`src/rtl/regfile_mp.sv`:
```
// regfile_mp: multi-port integer register file with x0 hardwired to zero,
// optional write-to-read bypass, a pending-write scoreboard for hazard
// detection, and a registered debug view port.
module regfile_mp #(
    parameter int XLEN   = 32,
    parameter int ADDR_W = 5,
    parameter int NRD    = 2,
    parameter int BYPASS = 1
) (
    input  logic                    clk,
    input  logic                    rst,
    input  logic [NRD*ADDR_W-1:0]   rs,
    output logic [NRD*XLEN-1:0]     rdata,
    output logic [NRD-1:0]          rs_busy,
    input  logic [ADDR_W-1:0]       rd,
    input  logic [XLEN-1:0]         wd,
    input  logic                    writeEnable,
    input  logic                    alloc_en,
    input  logic [ADDR_W-1:0]       alloc_rd,
    input  logic [ADDR_W-1:0]       view,
    output logic [XLEN-1:0]         out
);

    localparam int                NREGS  = 2 ** ADDR_W;
    localparam logic [ADDR_W-1:0] X0     = {ADDR_W{1'b0}};
    localparam logic [XLEN-1:0]   ZERO_D = {XLEN{1'b0}};

    // x0 is never stored; all writes and reads of it are filtered out
    logic [XLEN-1:0]  regs_r [1:NREGS-1];
    logic [NREGS-1:1] busy_r;
    logic [NREGS-1:1] busy_nxt_s;
    logic [XLEN-1:0]  out_r;
    logic             wr_hit_s;
    logic             al_hit_s;

    assign wr_hit_s = writeEnable && (rd != X0);
    assign al_hit_s = alloc_en && (alloc_rd != X0);

    // Register storage: commit write data on the rising edge
    always_ff @(posedge clk or negedge rst) begin
        if (!rst) begin
            for (int k = 1; k < NREGS; k++) begin
                regs_r[k] <= ZERO_D;
            end
        end else if (wr_hit_s) begin
            regs_r[rd] <= wd;
        end else begin
            regs_r[1] <= regs_r[1];
        end
    end

    // Scoreboard next state: a new allocation wins over a clearing write
    always_comb begin
        busy_nxt_s = busy_r;
        for (int k = 1; k < NREGS; k++) begin
            if (al_hit_s && (alloc_rd == ADDR_W'(k))) begin
                busy_nxt_s[k] = 1'b1;
            end else if (wr_hit_s && (rd == ADDR_W'(k))) begin
                busy_nxt_s[k] = 1'b0;
            end else begin
                busy_nxt_s[k] = busy_r[k];
            end
        end
    end

    // Scoreboard state register; reset drops all pending allocations
    always_ff @(posedge clk or negedge rst) begin
        if (!rst) begin
            busy_r <= {(NREGS-1){1'b0}};
        end else begin
            busy_r <= busy_nxt_s;
        end
    end

    // Debug view: show the value the selected register holds after this edge
    always_ff @(posedge clk or negedge rst) begin
        if (!rst) begin
            out_r <= ZERO_D;
        end else if (view == X0) begin
            out_r <= ZERO_D;
        end else if (wr_hit_s && (rd == view)) begin
            out_r <= wd;
        end else begin
            out_r <= regs_r[view];
        end
    end

    assign out = out_r;

    for (genvar i = 0; i < NRD; i++) begin : g_rd
        logic [ADDR_W-1:0] addr_s;
        logic              byp_s;
        logic [XLEN-1:0]   data_s;
        logic              busy_s;

        assign addr_s = rs[i*ADDR_W +: ADDR_W];
        assign byp_s  = (BYPASS != 0) && writeEnable && (rd == addr_s);

        // Read port mux: zero for x0/reset, forwarded data, else stored value
        always_comb begin
            data_s = ZERO_D;
            busy_s = 1'b0;
            if (!rst || (addr_s == X0)) begin
                data_s = ZERO_D;
                busy_s = 1'b0;
            end else if (byp_s) begin
                data_s = wd;
                busy_s = 1'b0;
            end else begin
                data_s = regs_r[addr_s];
                busy_s = busy_r[addr_s];
            end
        end

        assign rdata[i*XLEN +: XLEN] = data_s;
        assign rs_busy[i]            = busy_s;
    end

endmodule

```
`config.mk`:
```
export PLATFORM = sky130hd
export DESIGN_NAME = regfile_mp
export DESIGN_NICKNAME = d
export VERILOG_FILES = /design/src/rtl/regfile_mp.sv
export SDC_FILE = /design/constraint.sdc
export NUM_CORES = 2
export LEC_CHECK = 0
export ABC_CLOCK_PERIOD_IN_PS = 2900
export CAP_MARGIN = 20
export CORE_MARGIN = 4
export CORE_UTILIZATION = 45
export CTS_BUF_LIST = sky130_fd_sc_hd__clkbuf_8 sky130_fd_sc_hd__clkbuf_16
export CTS_CLUSTER_SIZE = 12
export DETAILED_ROUTE_END_ITERATION = 16
export MAX_ROUTING_LAYER = met4
export PLACE_DENSITY = 0.61
export SLEW_MARGIN = 25
export SYNTH_ARGS = -nofsm -noshare
export SYNTH_HDL_FRONTEND = slang
export SYNTH_SLANG_ARGS = --single-unit
```
`constraint.sdc`:
```
create_clock -name clk -period 2.9 [get_ports clk]
set_clock_uncertainty 0.15 [all_clocks]
set_input_delay 0.435 -clock clk [delete_from_list [all_inputs] [get_ports clk]]
set_output_delay 0.435 -clock clk [all_outputs]
set_load 0.02 [all_outputs]
```
==> results.py <==
metrics = {
    "run_status": {
        "status": "complete, but fails checks",
        "violations": "setup timing",
    },
    "power_and_ir_drop": {
        "p_leak_uw": 0.0355,
        "power.switching_uw": 16000,
        "seqPwrFrac_pct": 38.7,
        "power_density_mw_per_mm2": 631,
        "p_int_uw": 36200,
        "pwr-share-comb_pct": 30.4,
        "power_frac_clock_pct": 30.9,
        "swShare_pct": 30.7,
        "finalPower_uw": 52200,
        "ir_worst_vdd_mv": 0.550,
    },
    "logic_synthesis": {
        "yosysUniqueCellTypes": 62,
        "synth-compound-area-share_pct": 6.15,
        "synth_area_leaders": "dfrtp_1 (41%), mux4_2 (25%), mux2_2 (20%)",
        "yosys_warnings": 0,
        "yosys.area.top_type_share_pct": 41.0,
        "syn_area_mm2": 0.0643,
        "yosysTopAreaCell": "dfrtp_1",
        "muxShareOfSynthArea_pct": 45.6,
        "synth_enable_flop_cells": 0,
        "synth.top_cells.by_count": "mux2_2 (1122), dfrtp_1 (1055), mux4_2 (714)",
        "yosysMostFrequentCell": "mux2_2",
        "synth_xor_area_share_pct": 0.191,
        "synthCells": 4474,
        "ys_seq_area_share_pct": 41.0,
        "ys.flop_type": "dfrtp_1",
        "synth_nets": 4535,
        "syn_avg_cell_area_um2": 14.4,
        "synth_top_family_by_area": "multiplexers",
        "synth_fa_ha_area_share_pct": 0,
        "yosys_register_bits": 1055,
        "synthSimpleGateAreaFrac_pct": 3.24,
        "ys_async_sr_fraction_pct": 100,
    },
    "floorplan": {
        "fp.coreArea_mm2": 0.142,
        "chipWidth_um": 386,
        "io_pins": 159,
        "dieArea_mm2": 0.149,
        "die_h_um": 386,
        "rows": 138,
        "start_util_pct": 45.4,
    },
    "timing": {
        "rsz0062_at_grt": "true",
        "hold_viol": 0,
        "final.setup.worst_slack_ns": -0.537,
        "period_needed_ns": 3.44,
        "setup_tns_ns": -16.35,
        "fin_hold_ws_ns": 0.0140,
        "tightest_slew_ns": 1.02,
        "timing.fmax_mhz": 291,
        "final.period_utilization_pct": 119,
        "slew_headroom_pct": 32.0,
        "final_max_slew_viol_count": 0,
        "setup_viol": 66,
    },
    "global_routing": {
        "grt_max_degree": 183,
        "gr-usage-all-layers_pct": 37.6,
        "antenna_found_initial": 10,
        "grt.overflow.total": 0,
        "grt_pass1_wl_mm": 385,
        "grt_pass1_vias": 50586,
    },
    "drt": {
        "remaining_drc_errors": 0,
        "ant_nets": 0,
        "wl_per_cell_um": 37.7,
        "first_iter_violations": 7149,
        "via_count": 51382,
        "wirelength_mm": 275,
        "firstDrtPassIters": 5,
        "viasPerCell": 7.05,
    },
    "place": {
        "dp_hpwl_mm": 185,
        "routabilityCongestion": 0.982,
        "place_area_mm2": 0.0753,
        "io_buffer_count": 158,
    },
    "layout": {
        "syn_to_final_growth_pct": 28.8,
        "multi_input_area_mm2": 0.0371,
        "final_nets": 5341,
        "fillerInstances": 11044,
        "utilization_pct": 58.4,
        "fin_area_mm2": 0.0829,
        "drive_above_1_share_pct": 63.1,
        "regArea_mm2": 0.0264,
    },
    "clock_tree": {
        "cts_buffers": 121,
        "cts_root_buf": "clkbuf_16",
        "htree_num_levels": 3,
        "clkTransAtPathRegs_ns": 0.06,
        "numClockSinks": 1055,
        "clk-insertion-delay-late_ns": 0.77,
        "max-clock-path-buffers": 3,
        "cts_tree": "yes",
    },
    "worst_setup_path": {
        "cp-start-kind": "register",
        "crit_fanout": 3,
        "critical_path_class": "reg -> out",
        "critPathRequiredTime_ns": 2.32,
        "critical_path_arrival_ns": 2.85,
        "end_kind": "output port",
    },
    "run": {
        "drv_cap": 0,
    },
    "worst_hold_path": {
        "min_path_type": "in -> async",
    },
}
cells in the final DEF (no fill, tap or decap), drive strengths merged, types with 7 or more instances in the layout:
master         netlist  layout
nor3                33      33
nor2                51      51
bufinv               0       9
a21oi               20      20
o221ai              28      28
nor2b               37      37
a22o                69      69
a22oi               53      53
nand3               33      33
diode                0      12
a221o               18      18
nand3b               7       7
buf                244    1104
a31oi               29      29
o21a                 8       8
inv                 24      54
a221oi              61      61
o211ai              28      28
nand2b              17      17
a2111o               8       8
mux4               714     714
a32o                17      17
mux2i               62      62
o21ai               79      79
dfrtp             1055    1055
o311a                8       8
xor2                 8       8
clkdlybuf4s50        0      70
clkbuf             264     161
o22ai               84      84
nand2              218     218
nor4                13      13
clkinv               1      33
mux2              1122    1122
worst max-delay path, stage by stage (launching register included):
cell and delay, ns:
dfrtp_1 0.39, buf_4 0.15, mux4_2 0.45, mux4_2 0.48, a221o_2 0.45, buf_6 0.17
power by group through the flow:
stage | clock network (uW) | registers, uW | logic [uW]
final | 16100 | 20200 | 15900
after CTS | 16300 | 20000 | 15300
after global routing | 16900 | 20500 | 16600
after global placement | 0 | 20100 | 14200
after detailed placement | 0 | 20300 | 14400
after floorplan | 0 | 19700 | 8870
final cells by class:
cell class	instances	area share, %
Antenna cell	12	0.0362
Clock buffer	158	4.27
Clock inverter	73	0.793
Inverter	25	0.142
Multi-Input combinational cell	2886	44.8
Sequential cell	1055	31.9
Tap cell	1890	2.85
Timing Repair Buffer	1191	15.3
metrics by stage:
step,setup WS [ns],instances
finish,-0.537,7290
global route,-0.561,7285
CTS,-0.552,7239
detailed placement,-1.24,6899
global placement,-1.26,6899
floorplan,-0.0117,4474
cells by family after synthesis:
family,after synthesis
AO/OA/AOI/OAI,529
multiplexers,1898
flip-flops,1055
buffers and inverters,533
XOR/XNOR,14
AND/OR/NAND/NOR,445
registers in the layout (all words and copies together) (netlist names):
register and cells:
busy_r 31, out 32, regs_r 992
timing repair:
item / CTS / global route
hold buffers: 6 / 0
setup buffers: 113 / 42
cloned: 6 / 2
gates resized for setup: 607 / 111
hold endpoints to repair: 89 / 0
pin swaps: 110 / 59
endpoints found under the setup margin: 66 / 66
routing by layer:
metal | GRT usage (%) | up-vias | share of wire (%)
met5 | - | - | 0
met4 | 17.3 | 0 | 5.7
met3 | 11.5 | 797 | 13
met2 | 52.1 | 3961 | 43
met1 | 51.0 | 27116 | 38
li1 | - | 19508 | -
worst paths after layout:
| path | from | end | slack (ns) | depth (start not counted) |
|---|---|---|---|---|
| setup / recovery | regs_r[599] | rdata[23] | -0.54 | 5 |
| hold / removal | rst | regs_r[466] | 0.01 | 3 |
| setup reg to reg | regs_r[657] | out[17] | 0.42 | 7 |
| hold reg to reg | regs_r[877] | regs_r[877] | 0.39 | 2 |
| max in group asynchronous | rst | regs_r[715] | 0.59 | 5 |
| min in group clk | view[2] | out[29] | 0.12 | 4 |
No activity file was read; power rests on OpenSTA's default activity.
